`config.mk`:
```
export PLATFORM = sky130hd
export DESIGN_NAME = stopwatch_ctrl
export DESIGN_NICKNAME = d
export VERILOG_FILES = /design/src/rtl/stopwatch_ctrl.sv
export SDC_FILE = /design/constraint.sdc
export NUM_CORES = 1
export LEC_CHECK = 0
export CAP_MARGIN = 20
export CORE_MARGIN = 2
export CORE_UTILIZATION = 60
export DETAILED_ROUTE_END_ITERATION = 8
export HOLD_SLACK_MARGIN = 0.06
export PLACE_DENSITY = 0.94
export SYNTH_ARGS = -nofsm -noshare
export SYNTH_HDL_FRONTEND = slang
export SYNTH_SLANG_ARGS = --single-unit
export TNS_END_PERCENT = 20
```
`constraint.sdc`:
```
create_clock -name clk -period 6.92 [get_ports clk]
set_input_delay 0.692 -clock clk [delete_from_list [all_inputs] [get_ports clk]]
set_output_delay 0.692 -clock clk [all_outputs]
set_load 0.005 [all_outputs]
```
`src/rtl/stopwatch_ctrl.sv`:
```
`timescale 1ns/1ps
// Stopwatch control: button edge detection, IDLE/RUN/LAP/PAUSE state machine,
// BCD mm:ss.cc timekeeping, lap capture and the registered display mux.
module stopwatch_ctrl #(
  parameter int TICK_MAX = 99
) (
  input  logic        clk,
  input  logic        reset,
  input  logic        tick,
  input  logic        btn_start,
  input  logic        btn_lap,
  input  logic        btn_clear,
  output logic [23:0] digits,
  output logic        running,
  output logic        lap_active,
  output logic        overflow
);

  typedef enum logic [1:0] {
    IDLE  = 2'd0,
    RUN   = 2'd1,
    LAP   = 2'd2,
    PAUSE = 2'd3
  } state_t;

  localparam logic [3:0] TICK_HI = 4'(TICK_MAX / 10);
  localparam logic [3:0] TICK_LO = 4'(TICK_MAX % 10);

  // Returns {wrap, next_time}; wrap is set when 59:59.<TICK_MAX> rolls over.
  function automatic logic [24:0] bcd_inc(input logic [23:0] t);
    logic [3:0] m1, m0, s1, s0, c1, c0;
    logic       cy_s, cy_m, wrap;
    {m1, m0, s1, s0, c1, c0} = t;
    cy_s = 1'b0;
    cy_m = 1'b0;
    wrap = 1'b0;
    if (c1 == TICK_HI && c0 == TICK_LO) begin
      c1 = 4'd0; c0 = 4'd0; cy_s = 1'b1;
    end else if (c0 == 4'd9) begin
      c0 = 4'd0; c1 = c1 + 4'd1;
    end else begin
      c0 = c0 + 4'd1;
    end
    if (cy_s) begin
      if (s1 == 4'd5 && s0 == 4'd9) begin
        s1 = 4'd0; s0 = 4'd0; cy_m = 1'b1;
      end else if (s0 == 4'd9) begin
        s0 = 4'd0; s1 = s1 + 4'd1;
      end else begin
        s0 = s0 + 4'd1;
      end
    end else begin
      cy_m = 1'b0;
    end
    if (cy_m) begin
      if (m1 == 4'd5 && m0 == 4'd9) begin
        m1 = 4'd0; m0 = 4'd0; wrap = 1'b1;
      end else if (m0 == 4'd9) begin
        m0 = 4'd0; m1 = m1 + 4'd1;
      end else begin
        m0 = m0 + 4'd1;
      end
    end else begin
      wrap = 1'b0;
    end
    return {wrap, m1, m0, s1, s0, c1, c0};
  endfunction

  state_t      state_r;
  logic        start_q_r, lap_q_r, clear_q_r;
  logic [23:0] count_r, lap_r;
  logic        start_raw_s, clear_p_s, start_p_s, lap_p_s;
  logic        count_adv_s, wrap_s;
  logic [23:0] count_inc_s, live_n_s;

  // Press decode with clear > start > lap priority, plus the next live count.
  always_comb begin
    start_raw_s              = btn_start & ~start_q_r;
    clear_p_s                = btn_clear & ~clear_q_r;
    start_p_s                = start_raw_s & ~clear_p_s;
    lap_p_s                  = btn_lap & ~lap_q_r & ~clear_p_s & ~start_raw_s;
    count_adv_s              = tick & ((state_r == RUN) | (state_r == LAP));
    {wrap_s, count_inc_s}    = bcd_inc(count_r);
    live_n_s                 = count_adv_s ? count_inc_s : count_r;
  end

  // One-cycle copies of the button levels for edge detection.
  always_ff @(posedge clk or posedge reset) begin
    if (reset) begin
      start_q_r <= 1'b0;
      lap_q_r   <= 1'b0;
      clear_q_r <= 1'b0;
    end else begin
      start_q_r <= btn_start;
      lap_q_r   <= btn_lap;
      clear_q_r <= btn_clear;
    end
  end

  // State machine, time/lap registers and registered outputs; branch
  // assignments below override the live-count defaults where needed.
  always_ff @(posedge clk or posedge reset) begin
    if (reset) begin
      state_r    <= IDLE;
      count_r    <= 24'h000000;
      lap_r      <= 24'h000000;
      digits     <= 24'h000000;
      running    <= 1'b0;
      lap_active <= 1'b0;
      overflow   <= 1'b0;
    end else begin
      count_r    <= live_n_s;
      digits     <= live_n_s;
      overflow   <= count_adv_s & wrap_s;
      lap_active <= 1'b0;
      case (state_r)
        IDLE: begin
          if (start_p_s) begin
            state_r <= RUN;
            running <= 1'b1;
          end else begin
            state_r <= IDLE;
            running <= 1'b0;
          end
        end
        RUN: begin
          if (start_p_s) begin
            state_r <= PAUSE;
            running <= 1'b0;
          end else if (lap_p_s) begin
            state_r    <= LAP;
            running    <= 1'b1;
            lap_active <= 1'b1;
            lap_r      <= count_r;
            digits     <= count_r;
          end else begin
            state_r <= RUN;
            running <= 1'b1;
          end
        end
        LAP: begin
          if (start_p_s) begin
            state_r <= PAUSE;
            running <= 1'b0;
          end else if (lap_p_s) begin
            state_r <= RUN;
            running <= 1'b1;
          end else begin
            state_r    <= LAP;
            running    <= 1'b1;
            lap_active <= 1'b1;
            digits     <= lap_r;
          end
        end
        PAUSE: begin
          if (clear_p_s) begin
            state_r <= IDLE;
            running <= 1'b0;
            count_r <= 24'h000000;
            lap_r   <= 24'h000000;
            digits  <= 24'h000000;
          end else if (start_p_s) begin
            state_r <= RUN;
            running <= 1'b1;
          end else begin
            state_r <= PAUSE;
            running <= 1'b0;
          end
        end
        default: begin
          state_r <= IDLE;
          running <= 1'b0;
        end
      endcase
    end
  end

endmodule

```
## Word level (Yosys, flattened, before mapping)

Index checks and enable logic that the tools add are counted.

- Eq/ne operators: 12
- Add/subtract/negate cells: 6
- Multiplexer cells: 50
- Bitwise logic cells: 14
- Reduce and logical (&&, ||, !) cells: 7

Operators with widths:

| cell | count |
|---|---|
| 2-to-1 mux 24 bit | 10 |
| one-hot mux 24 bit (3 select lines) | 1 |
| 2-to-1 mux 4 bit | 16 |
| one-hot mux 24 bit (2 select lines) | 1 |
| adder 4 x 1 -> 4 bit (second input constant) | 6 |
| == test 4 bit (second input constant) | 4 |
| 2-to-1 mux 1 bit | 13 |
| 2-to-1 mux 2 bit | 6 |
| AND 1 bit | 8 |
| == test 4 x 3 -> 1 bit (second input constant) | 2 |
| one-hot mux 2 bit (4 select lines) | 1 |
| != test 2 bit (second input constant) | 3 |
| NOT 1 bit | 5 |
| == test 2 bit (second input constant) | 2 |
| AND reduction 4 bit | 1 |
| logical AND 1 bit | 3 |
| one-hot mux 1 bit (3 select lines) | 1 |
| == test 2 x 1 -> 1 bit (second input constant) | 1 |
| zero test 2 bit | 1 |
| one-hot mux 1 bit (2 select lines) | 1 |
| nonzero test 2 bit | 1 |
| OR reduction 2 bit | 1 |
| OR 1 bit | 1 |

- Bits in registers: 80
- Input bits: 6

## Logic depth before layout (Yosys ltp)

Gate-level depths: netlist (run 1).

- Depth in word-level cells: 9
- Mapped depth: 8
- Depth with buffers taken out: 7

## Least setup slack after synthesis (run 1)

No wires, ideal clock.

- Path type: input to register
- From: in btn_clear
- To: reg lap_r[9]
- Data arrival time: 1884 ps
- Required time: 6784 ps
- Stages: 7
- Setup slack: 4900 ps
- Cells stage by stage: nand2b_1 -> a22o_1 -> or3_1 -> buf_2 -> buf_2 -> nand2_1 -> o21ai_0

- Word-level cells in the longest chain between the ends: 6

Ends and longest elaborated chain:

| item | line | text |
|---|---|---|
| from (decl) | 12 | `input logic btn_clear,` |
| AND 1 bit * | 79 | `clear_p_s = btn_clear & ~clear_q_r;` |
| NOT 1 bit | 80, 81 |  |
| AND 1 bit (2 in a row) | 81 | `lap_p_s = btn_lap & ~lap_q_r & ~clear_p_s & ~start_raw_s;` |
| != test 2 bit (no source line) | n/a |  |
| AND reduction 4 bit (no source line) * | n/a |  |
| to (signal assigned) | 134 | `lap_r <= count_r;` |
| to (decl) | 71 | `logic [23:0] count_r, lap_r;` |

Mark *: on every way between the ends. The rest lies on a longest branch, timed or not.
A chain may end at the register's enable or synchronous reset.

## Worst setup path after layout (run 1)

- From: reg state_r[0]
- To: reg digits[2]

- Word-level cells in the longest chain between the ends: 7

Ends and longest elaborated chain:

| item | line | text |
|---|---|---|
| from (decl) | 69 | `state_t state_r;` |
| from (signal assigned) | 104 | `state_r <= IDLE;` |
| from (signal assigned) | 119 | `state_r <= RUN;` |
| from (signal assigned) | 122 | `state_r <= IDLE;` |
| == test 2 x 1 -> 1 bit or == test 2 bit (tied branches) | 82, 116 |  |
| OR 1 bit | 82 | `count_adv_s = tick & ((state_r == RUN) \| (state_r == LAP));` |
| AND 1 bit | 82 |  |
| 2-to-1 mux 24 bit | 84 | `live_n_s = count_adv_s ? count_inc_s : count_r;` |
| 2-to-1 mux 24 bit, on equally long branches | 145, 130 |  |
| 2-to-1 mux 24 bit, on equally long branches | 142, 127 |  |
| one-hot mux 24 bit (3 select lines) * | 116 | `case (state_r)` |
| to (signal assigned) | 113 | `digits <= live_n_s;` |
| to (signal assigned) | 135 | `digits <= count_r;` |
| to (signal assigned) | 152 | `digits <= lap_r;` |
| to (decl) | 13 | `output logic [23:0] digits,` |

Marked as above.

==> impl_metrics.tcl, run 1 <==
set metrics [dict create \
    critPathLaunchType "flop" \
    dr.pass1.iters 6 \
    clk_latency_ps 350 \
    synth_seq_area_share_pct 48.9 \
    clockBufferDepth 2 \
    busiest_layer "met2" \
    fin_crit_ps 2600 \
    start_util_pct 61.3 \
    hold_viol 0 \
    cts_setup_buffers 0 \
    path_cells "ha_1 -> a22o_1 -> nor4_4 -> buf_4 -> o22ai_1" \
    internal_power_mw 0.856 \
    syn_to_final_growth_pct 12.8 \
    yosys.area.top_type "dfrtp_1" \
    worst_setup_path_end_kind "flop" \
    num_antenna_cells 0 \
    met1_usage_pct 36.0 \
    power_density_mw_per_mm2 302 \
    finalSetupViolCount 0 \
    max_slew_margin_pct 32.3 \
    p_sw_mw 0.539 \
    skew_ps 7.51 \
    grt_overflow 0 \
    synthDistinctLibCells 54 \
    hp-class "flop to flop" \
    finalCritPeriodShare_pct 37.6 \
    fin_cells 528 \
    maxCapViolations 0 \
    power.clock.fraction_pct 21.4 \
    slowest_delay_ps 600 \
    ant_nets 0 \
    cts_hold_buf 0 \
    worstMarginPinSlew_ps 1020 \
    vdd_drop_max_v 0.000172 \
    grt_usage_pct 27.8 \
    tns_ps 0 \
    die_height_um 86.6 \
    timing.rr.start "state_r[0]" \
    grt_pass1_vias 3193 \
    synth_fp_nets 445 \
    synth_area_leaders "dfrtp_1 49%, ha_1 4.9%, nand2_1 4.7%, nor2_1 3.8%, o21ai_0 2.9%" \
    cts.htree.levels 3 \
    slew_viol_final 0 \
    cts_tree "done" \
    drt_iter0_drc 351 \
    viasPerCell 6.45 \
    portBuffers 32 \
    min_from "lap_r[13]" \
    drive_above_1_share_pct 6.47 \
    drt-total-wl_um 9770 \
    netlist_area_mm2 0.00410 \
    cts_buffers 9 \
    drt_drc_violations_left 0 \
    dominantRegCellSynth "dfrtp_1" \
    post_cts_resized 0 \
    clk_pin_slew_worst_paths_ps 70 \
    place_congestion 0.880 \
    cp.required_ps 7110 \
    rsz0062_at_grt "false" \
    dp_hpwl_um 6100 \
    post_drt_wl_per_cell_um 18.5 \
    grt_start_max_net_pins 81 \
    cp_slowest_cell "nor4_4" \
    max_freq_mhz 384 \
    syn_avg_cell_area_um2 9.68 \
    ios 33 \
    power_frac_comb_pct 35.3 \
    dieArea_mm2 0.00750 \
    arrival_ps 2790 \
    synth_edf_count 0 \
    p_leak_nw 2.08 \
    crit_start "state_r[0]" \
    synth_top_area_share_pct 48.9 \
    yosys.cell_count.top_type "dfrtp_1" \
    synth_cells 423 \
    die_x_um 86.6 \
    worstSetupPathType "flop to flop" \
    yosys_warnings 0 \
    core-area_mm2 0.00668 \
    use_met3_pct 6.00 \
    grt_first_pass_wirelength_um 15800 \
    antenna_found_initial 0 \
    finalNetCount 468 \
    cp_max_fo 24 \
    yosys-top-cells-count "80 x dfrtp_1, 51 x nand2_1, 41 x nor2_1" \
    yosys_register_bits 80 \
    p_sw_share_pct 38.6 \
    met2_usage_pct 45.5 \
    status "complete, no violations" \
    route.vias.total 3408 \
    power_frac_seq_pct 43.3 \
    ys_async_sr_fraction_pct 100 \
    cts_root_buffer "clkbuf_8" \
    cts_num_sinks 80 \
    rows 30 \
    place_inst 514 \
]
-- registers in the layout, summed over array words and instances, names as in the netlist --
signal,cells
clear_q_r,1
count_r,24
digits,24
lap_active,1
lap_q_r,1
lap_r,24
overflow,1
running,1
start_q_r,1
state_r,2
-- metrics by stage --
stage	instance area [µm²]	utilization, %	hold slack, ps	power, mW	setup slack (ps)
after global routing	4620	69.2	506	1.47	4190
after detailed placement	4430	66.4	466	1.09	4050
final	4620	69.2	482	1.40	4320
after CTS	4590	68.8	488	1.38	4360
after global placement	4430	66.4	458	1.06	4150
after floorplan	4100	-	440	0.932	4180
-- cell type report --
type / instances / area, µm²
Fill cell: 482 / 2060
Multi-Input combinational cell: 308 / 1940
Clock buffer: 12 / 155
Tap cell: 80 / 100
Clock inverter: 1 / 5.00
Sequential cell: 80 / 2000
Inverter: 10 / 38.8
Timing Repair Buffer: 37 / 378
-- per-layer routing --
| metal | up-vias | routed length (µm) |
|---|---|---|
| li1 | 1545 | - |
| met1 | 1658 | 3990 |
| met2 | 175 | 4800 |
| met3 | 30 | 766 |
| met4 | 0 | 210 |
| met5 | - | 0 |
-- power groups by stage --
stage          clock (mW)  sequential (mW)  combinational (mW)
2_1_floorplan           0            0.588               0.345
3_5_place_dp            0            0.611               0.478
3_3_place_gp            0            0.607               0.456
6_report            0.299            0.605               0.492
5_1_grt             0.325            0.612               0.531
4_1_cts             0.300            0.603               0.480
-- cells in the final DEF (no fill, tap or decap), types with 7 or more instances in the layout --
cell type        Yosys  layout
dfrtp_1             80      80
nor3_1              13      13
o21ai_0             24      24
nor2_1              41      41
ha_1                16      16
inv_1               10       9
nand3_1             18      18
o2bb2ai_1            7       7
clkbuf_8             0      11
a32oi_1              7       7
clkdlybuf4s50_1      0      32
o22ai_1             11      11
nand2b_1            16      16
mux2i_1              8       8
a22oi_1             11      11
a21oi_1             13      13
nand2_1             51      51
-- path summary, 6_finish.rpt --
path,end,slack [ps],depth (start not counted)
setup / recovery,digits[2],4320,5
hold / removal,lap_r[13],480,2
setup reg to reg,digits[2],4320,5
hold reg to reg,lap_r[13],480,2
max in group asynchronous,lap_r[22],5750,4
min in group asynchronous,digits[7],610,3
-- critical path: cells and delay by family, from the launching register on --
family / cells / cell delay (ps)
buffers and inverters: 1 / 370
flip-flops: 1 / 410
AO/OA/AOI/OAI: 2 / 520
adder cells (fa/ha/maj): 1 / 530
AND/OR/NAND/NOR: 1 / 600
-- cells by family (layout without fill, tap and decap cells) --
| logic type | count (synthesis) | after routing | synth area share [%] |
|---|---|---|---|
| buffers and inverters | 35 | 60 | 3.70 |
| DFF | 80 | 80 | 48.9 |
| AOI/OAI and AO/OA | 96 | 96 | 15.5 |
| xor gates and xnor gates | 1 | 1 | 0.214 |
| adders and majority gates | 16 | 16 | 4.89 |
| muxes | 9 | 9 | 2.23 |
| and+or+nand+nor | 186 | 186 | 24.6 |
(Power assumes the default switching activity.)
==> run 2: changes to the inputs <==
--- a/config.mk
+++ b/config.mk
@@ -7,10 +7,10 @@
 export LEC_CHECK = 0
 export CAP_MARGIN = 20
 export CORE_MARGIN = 2
-export CORE_UTILIZATION = 60
+export CORE_UTILIZATION = 58
 export DETAILED_ROUTE_END_ITERATION = 8
 export HOLD_SLACK_MARGIN = 0.06
-export PLACE_DENSITY = 0.94
+export PLACE_DENSITY = 0.92
 export SYNTH_ARGS = -nofsm -noshare
 export SYNTH_HDL_FRONTEND = slang
 export SYNTH_SLANG_ARGS = --single-unit
==> constraint.sdc (replaced) <==
create_clock -name clk -period 2.4 [get_ports clk]
set_input_delay 0.24 -clock clk [delete_from_list [all_inputs] [get_ports clk]]
set_output_delay 0.24 -clock clk [all_outputs]
set_load 0.005 [all_outputs]
==> run 2 against run 1 <==
Net effect: count of clock-buffer cells in the layout shrank 2; non-clock buffer count up 10; first-iteration DRC count shrank 23%; global-route usage fell by 0.15 points; clock power grew to 3.9 times the previous value; critical path depth is 2 higher; core utilization up 1.0 points; sequential power grew to 2.9 times the previous value; total power grew to 3.2 times the previous value.
==> impl_metrics.tcl, run 2 (same netlist as run 1, synthesis figures left out) <==
set metrics [dict create \
    rows 30 \
    drt_iter0_drc 272 \
    vdd_drop_max_v 0.000432 \
    grt_first_pass_wirelength_um 16500 \
    setup_ws_ps 184 \
    die_height_um 88.0 \
    grt_start_max_net_pins 81 \
    reg_top3 "count_r (24), digits (24), lap_r (24)" \
    clk_latency_ps 350 \
    max_freq_mhz 451 \
    place_area_mm2 0.00455 \
    dr.pass1.iters 4 \
    grt_usage_pct 27.6 \
    n_fill_cell 487 \
    dieArea_mm2 0.00775 \
    ios 33 \
    critPathLaunchType "flop" \
    arrival_ps 2490 \
    cts_num_sinks 80 \
    power_density_mw_per_mm2 923 \
    layout_commonest_cell "dfrtp_1" \
    clk_pin_slew_worst_paths_ps 80 \
    viasPerCell 6.20 \
    power_mw 4.43 \
    status "complete, no violations" \
    antenna_found_initial 0 \
    pre_cts_slack_ps 131 \
    drt_drc_violations_left 0 \
    holdWs_ps 268 \
    slew_viol_final 0 \
    hold_viol 0 \
    worstSetupPathType "flop to flop" \
    max_slew_margin_pct 58.1 \
    finalCritPeriodShare_pct 92.3 \
    drt-total-wl_um 9630 \
    grt_pass1_vias 3475 \
    place_congestion 0.909 \
    cts_hold_buf 0 \
    ant_nets 0 \
    finalSetupViolCount 0 \
    cp_max_fo 8 \
    cts_root_buffer "clkbuf_8" \
    drive_above_1_share_pct 9.11 \
    post_cts_resized 0 \
    fin_crit_ps 2220 \
    final_area_mm2 0.00480 \
    rsz0062_at_grt "false" \
    layout_common_cells "80 x dfrtp_1, 51 x nand2_1, 41 x nor2_1, 32 x clkdlybuf4s50_1, 24 x o21ai_0" \
    die_x_um 88.0 \
    grt_overflow 0 \
    worst_setup_path_end_kind "flop" \
    post_drt_wl_per_cell_um 17.3 \
    core-area_mm2 0.00683 \
    cts_setup_buffers 0 \
    finalNetCount 478 \
    start_util_pct 60.0 \
    skew_ps 12.7 \
    hp-class "input port to asynchronous set/reset pin" \
    cp.required_ps 2680 \
    maxCapViolations 0 \
    clockBufferDepth 2 \
    syn_to_final_growth_pct 17.1 \
    route.vias.total 3453 \
    worstMarginPinSlew_ps 628 \
    num_antenna_cells 0 \
    cts_tree "done" \
    tns_ps 0 \
    portBuffers 32 \
    cts_buffers 9 \
    dp_hpwl_um 6330 \
    cts.htree.levels 3 \
    p_leak_nw 2.17 \
]
-- run 2: cell count changes in the layout (fill, tap and decap cells not counted) --
cell and change:
buf_4 +9, buf_16 -1, buf_12 +2, clkbuf_8 -2, clkinv_2 +1, bufinv_16 +3, clkinvlp_4 +1
-- run 2: report_power, final --
part | total (mW) | internal (mW) | switching, mW
Combinational | 1.52 | 0.582 | 0.937
Clock | 1.17 | 0.688 | 0.481
Sequential | 1.74 | 1.55 | 0.185
-- run 2: final timing paths --
kind / from / to / slack (ps) / depth (start not counted)
setup / recovery: state_r[0] / count_r[21] / 180 / 7
hold / removal: reset / lap_r[7] / 270 / 3
setup reg to reg: state_r[0] / count_r[21] / 180 / 7
hold reg to reg: lap_r[21] / lap_r[21] / 470 / 2
max in group asynchronous: reset / digits[21] / 1780 / 3
min in group clk: btn_lap / lap_q_r / 380 / 1
-- run 2: through the flow --
step	std cells	utilization [%]
global route	557	70.2
global placement	540	66.7
detailed placement	540	66.7
floorplan	423	-
finish	557	70.2
CTS	556	70.1
-- run 2: layer usage --
layer  vias to the layer above  wire length, µm  global-route usage (%)
met5                         -                0                       0
met4                         0              376                    15.0
met3                        45              544                    4.15
met2                       157             4700                    44.9
met1                      1687             4020                    35.7
li1                       1564                -                       -
-- run 2: cell type report --
type	instances	area, µm²	share of cell area [%]
sequential	80	2000	41.7
clock inverter	6	108	2.24
timing repair buffer	47	458	9.55
multi-input combinational	308	1940	40.5
inverter	10	38.8	0.809
clock buffer	10	128	2.66
tap	96	120	2.50
-- run 2: critical path, cell delays in order (launching register included) --
cell	delay [ps]
dfrtp_1	400
inv_1	80
ha_1	390
nand2_1	230
nor3_1	340
nand4_1	210
or2_2	330
a21oi_1	160
==> run 3: changes to the inputs <==
--- a/config.mk
+++ b/config.mk
@@ -10,6 +10,7 @@
 export CORE_UTILIZATION = 58
 export DETAILED_ROUTE_END_ITERATION = 8
 export HOLD_SLACK_MARGIN = 0.06
+export MAX_ROUTING_LAYER = met4
 export PLACE_DENSITY = 0.92
 export SYNTH_ARGS = -nofsm -noshare
 export SYNTH_HDL_FRONTEND = slang
==> run 3 against run 2 <==
Net effect: total power decreased by 0.18%; routed wire length decreased by 0.59%; worst setup slack improved by 7.0 ps; clock power about the same; critical path type unchanged; cell area unchanged; worst hold slack improved by 0.65 ps; non-clock buffer count unchanged; global-route usage increased by 0.77 points; first-iteration DRC count decreased by 4.0%; register-to-register slack about the same; count of clock-buffer cells in the layout unchanged.
==> impl_metrics.tcl, run 3 (same netlist as run 1, synthesis figures left out) <==
set metrics [dict create \
    cts_num_sinks 80 \
    maxCapViolations 0 \
    hold_viol 0 \
    grt_usage_pct 28.4 \
    cp_top_family "simple AND/OR/NAND/NOR gates" \
    slowest_delay_ps 390 \
    rsz0062_at_grt "false" \
    vdd_drop_max_v 0.000429 \
    cp_max_fo 8 \
    dieArea_mm2 0.00775 \
    grt_pass1_vias 3474 \
    cts_setup_buffers 0 \
    viasPerCell 6.15 \
    post_drt_wl_per_cell_um 17.2 \
    num_antenna_cells 0 \
    skew_ps 12.0 \
    start_util_pct 60.0 \
    slew_viol_final 0 \
    post_cts_resized 0 \
    finalNetCount 478 \
    reg_top3 "count_r (24), digits (24), lap_r (24)" \
    holdWs_ps 269 \
    rows 30 \
    ios 33 \
    worstSetupPathType "flop to flop" \
    hp-class "input port to asynchronous set/reset pin" \
    r2r_slack_ps 190 \
    portBuffers 32 \
    cts_root_buffer "clkbuf_8" \
    max_freq_mhz 453 \
    dp_hpwl_um 6330 \
    fin_crit_ps 2210 \
    drt-total-wl_um 9580 \
    final_util_pct 70.2 \
    drt_iter0_drc 261 \
    cts.htree.levels 3 \
    layout_commonest_cell "dfrtp_1" \
    route.vias.total 3425 \
    core-area_mm2 0.00683 \
    power_mw 4.42 \
    grt_first_pass_wirelength_um 16500 \
    cts_hold_buf 0 \
    clk_latency_ps 350 \
    cts_tree "done" \
    grt_start_max_net_pins 81 \
    clockBufferDepth 2 \
    dr.pass1.iters 5 \
    n_fill_cell 487 \
    finalCritPeriodShare_pct 92.0 \
    grt_overflow 0 \
    syn_to_final_growth_pct 17.1 \
    worstMarginPinSlew_ps 638 \
    ant_nets 0 \
    antenna_found_initial 0 \
    drt_drc_violations_left 0 \
    p_leak_nw 2.17 \
    place_congestion 0.925 \
    cp_slowest_cell "dfrtp_1" \
    arrival_ps 2490 \
    clk_pin_slew_worst_paths_ps 80 \
    max_slew_margin_pct 57.5 \
    layout_common_cells "80 x dfrtp_1, 51 x nand2_1, 41 x nor2_1, 32 x clkdlybuf4s50_1, 24 x o21ai_0" \
    tns_ps 0 \
    die_x_um 88.0 \
    critPathLaunchType "flop" \
    die_height_um 88.0 \
    path_cells "inv_1 -> ha_1 -> nand2_1 -> nor3_1 -> nand4_1 -> or2_2 -> a21oi_1" \
    drive_above_1_share_pct 9.11 \
    path_buf_inv 1 \
    cp.required_ps 2680 \
    power_density_mw_per_mm2 921 \
    finalSetupViolCount 0 \
    worst_setup_path_end_kind "flop" \
    cts_buffers 9 \
    status "complete, no violations" \
]
-- run 3: cell counts in the layout (fill, tap and decap cells not counted) --
Identical to the previous run, type by type.
-- run 3: layout make-up --
| type | count | area (µm²) | share of cell area [%] |
|---|---|---|---|
| clock buffer | 10 | 128 | 2.66 |
| clock inverter | 6 | 108 | 2.24 |
| inverter | 10 | 38.8 | 0.809 |
| multi-input combinational | 308 | 1940 | 40.5 |
| sequential | 80 | 2000 | 41.7 |
| tap | 96 | 120 | 2.50 |
| timing repair buffer | 47 | 458 | 9.55 |
-- run 3: worst paths after layout --
path	startpoint	end	cells past startpoint
setup reg to reg	state_r[0]	count_r[21]	7
hold / removal	reset	count_r[4]	3
hold reg to reg	lap_r[21]	lap_r[21]	2
max in group asynchronous	reset	state_r[1]	3
min in group clk	btn_lap	lap_q_r	1
setup / recovery	state_r[0]	count_r[21]	7
-- run 3: power breakdown --
group | total [mW] | internal [mW] | leakage, nW | switching [mW]
combinational | 1.51 | 0.583 | 0.978 | 0.932
sequential | 1.73 | 1.55 | 1.07 | 0.182
clock | 1.17 | 0.688 | 0.116 | 0.481
total | 4.42 | 2.82 | 2.17 | 1.60
-- run 3: worst register-to-register path: stages, from the launching register on --
cell	delay, ps
dfrtp_1	390
inv_1	80
ha_1	390
nand2_1	230
nor3_1	340
nand4_1	210
or2_2	330
a21oi_1	170
-- run 3: metrics by stage --
step                setup slack [ps]  cell area [µm²]  instances
global placement                 246             4550        540
detailed placement               131             4550        540
CTS                              227             4790        556
finish                           191             4800        557
floorplan                        108             4100        423
global route                     116             4800        557
-- run 3: layer usage --
layer | track usage (%) | up-vias | share of wire (%)
met4 | 15.0 | 0 | 3.6
met1 | 35.6 | 1667 | 41
li1 | - | 1563 | -
met2 | 44.8 | 156 | 49
met5 | - | - | 0
met3 | 4.05 | 39 | 6.3
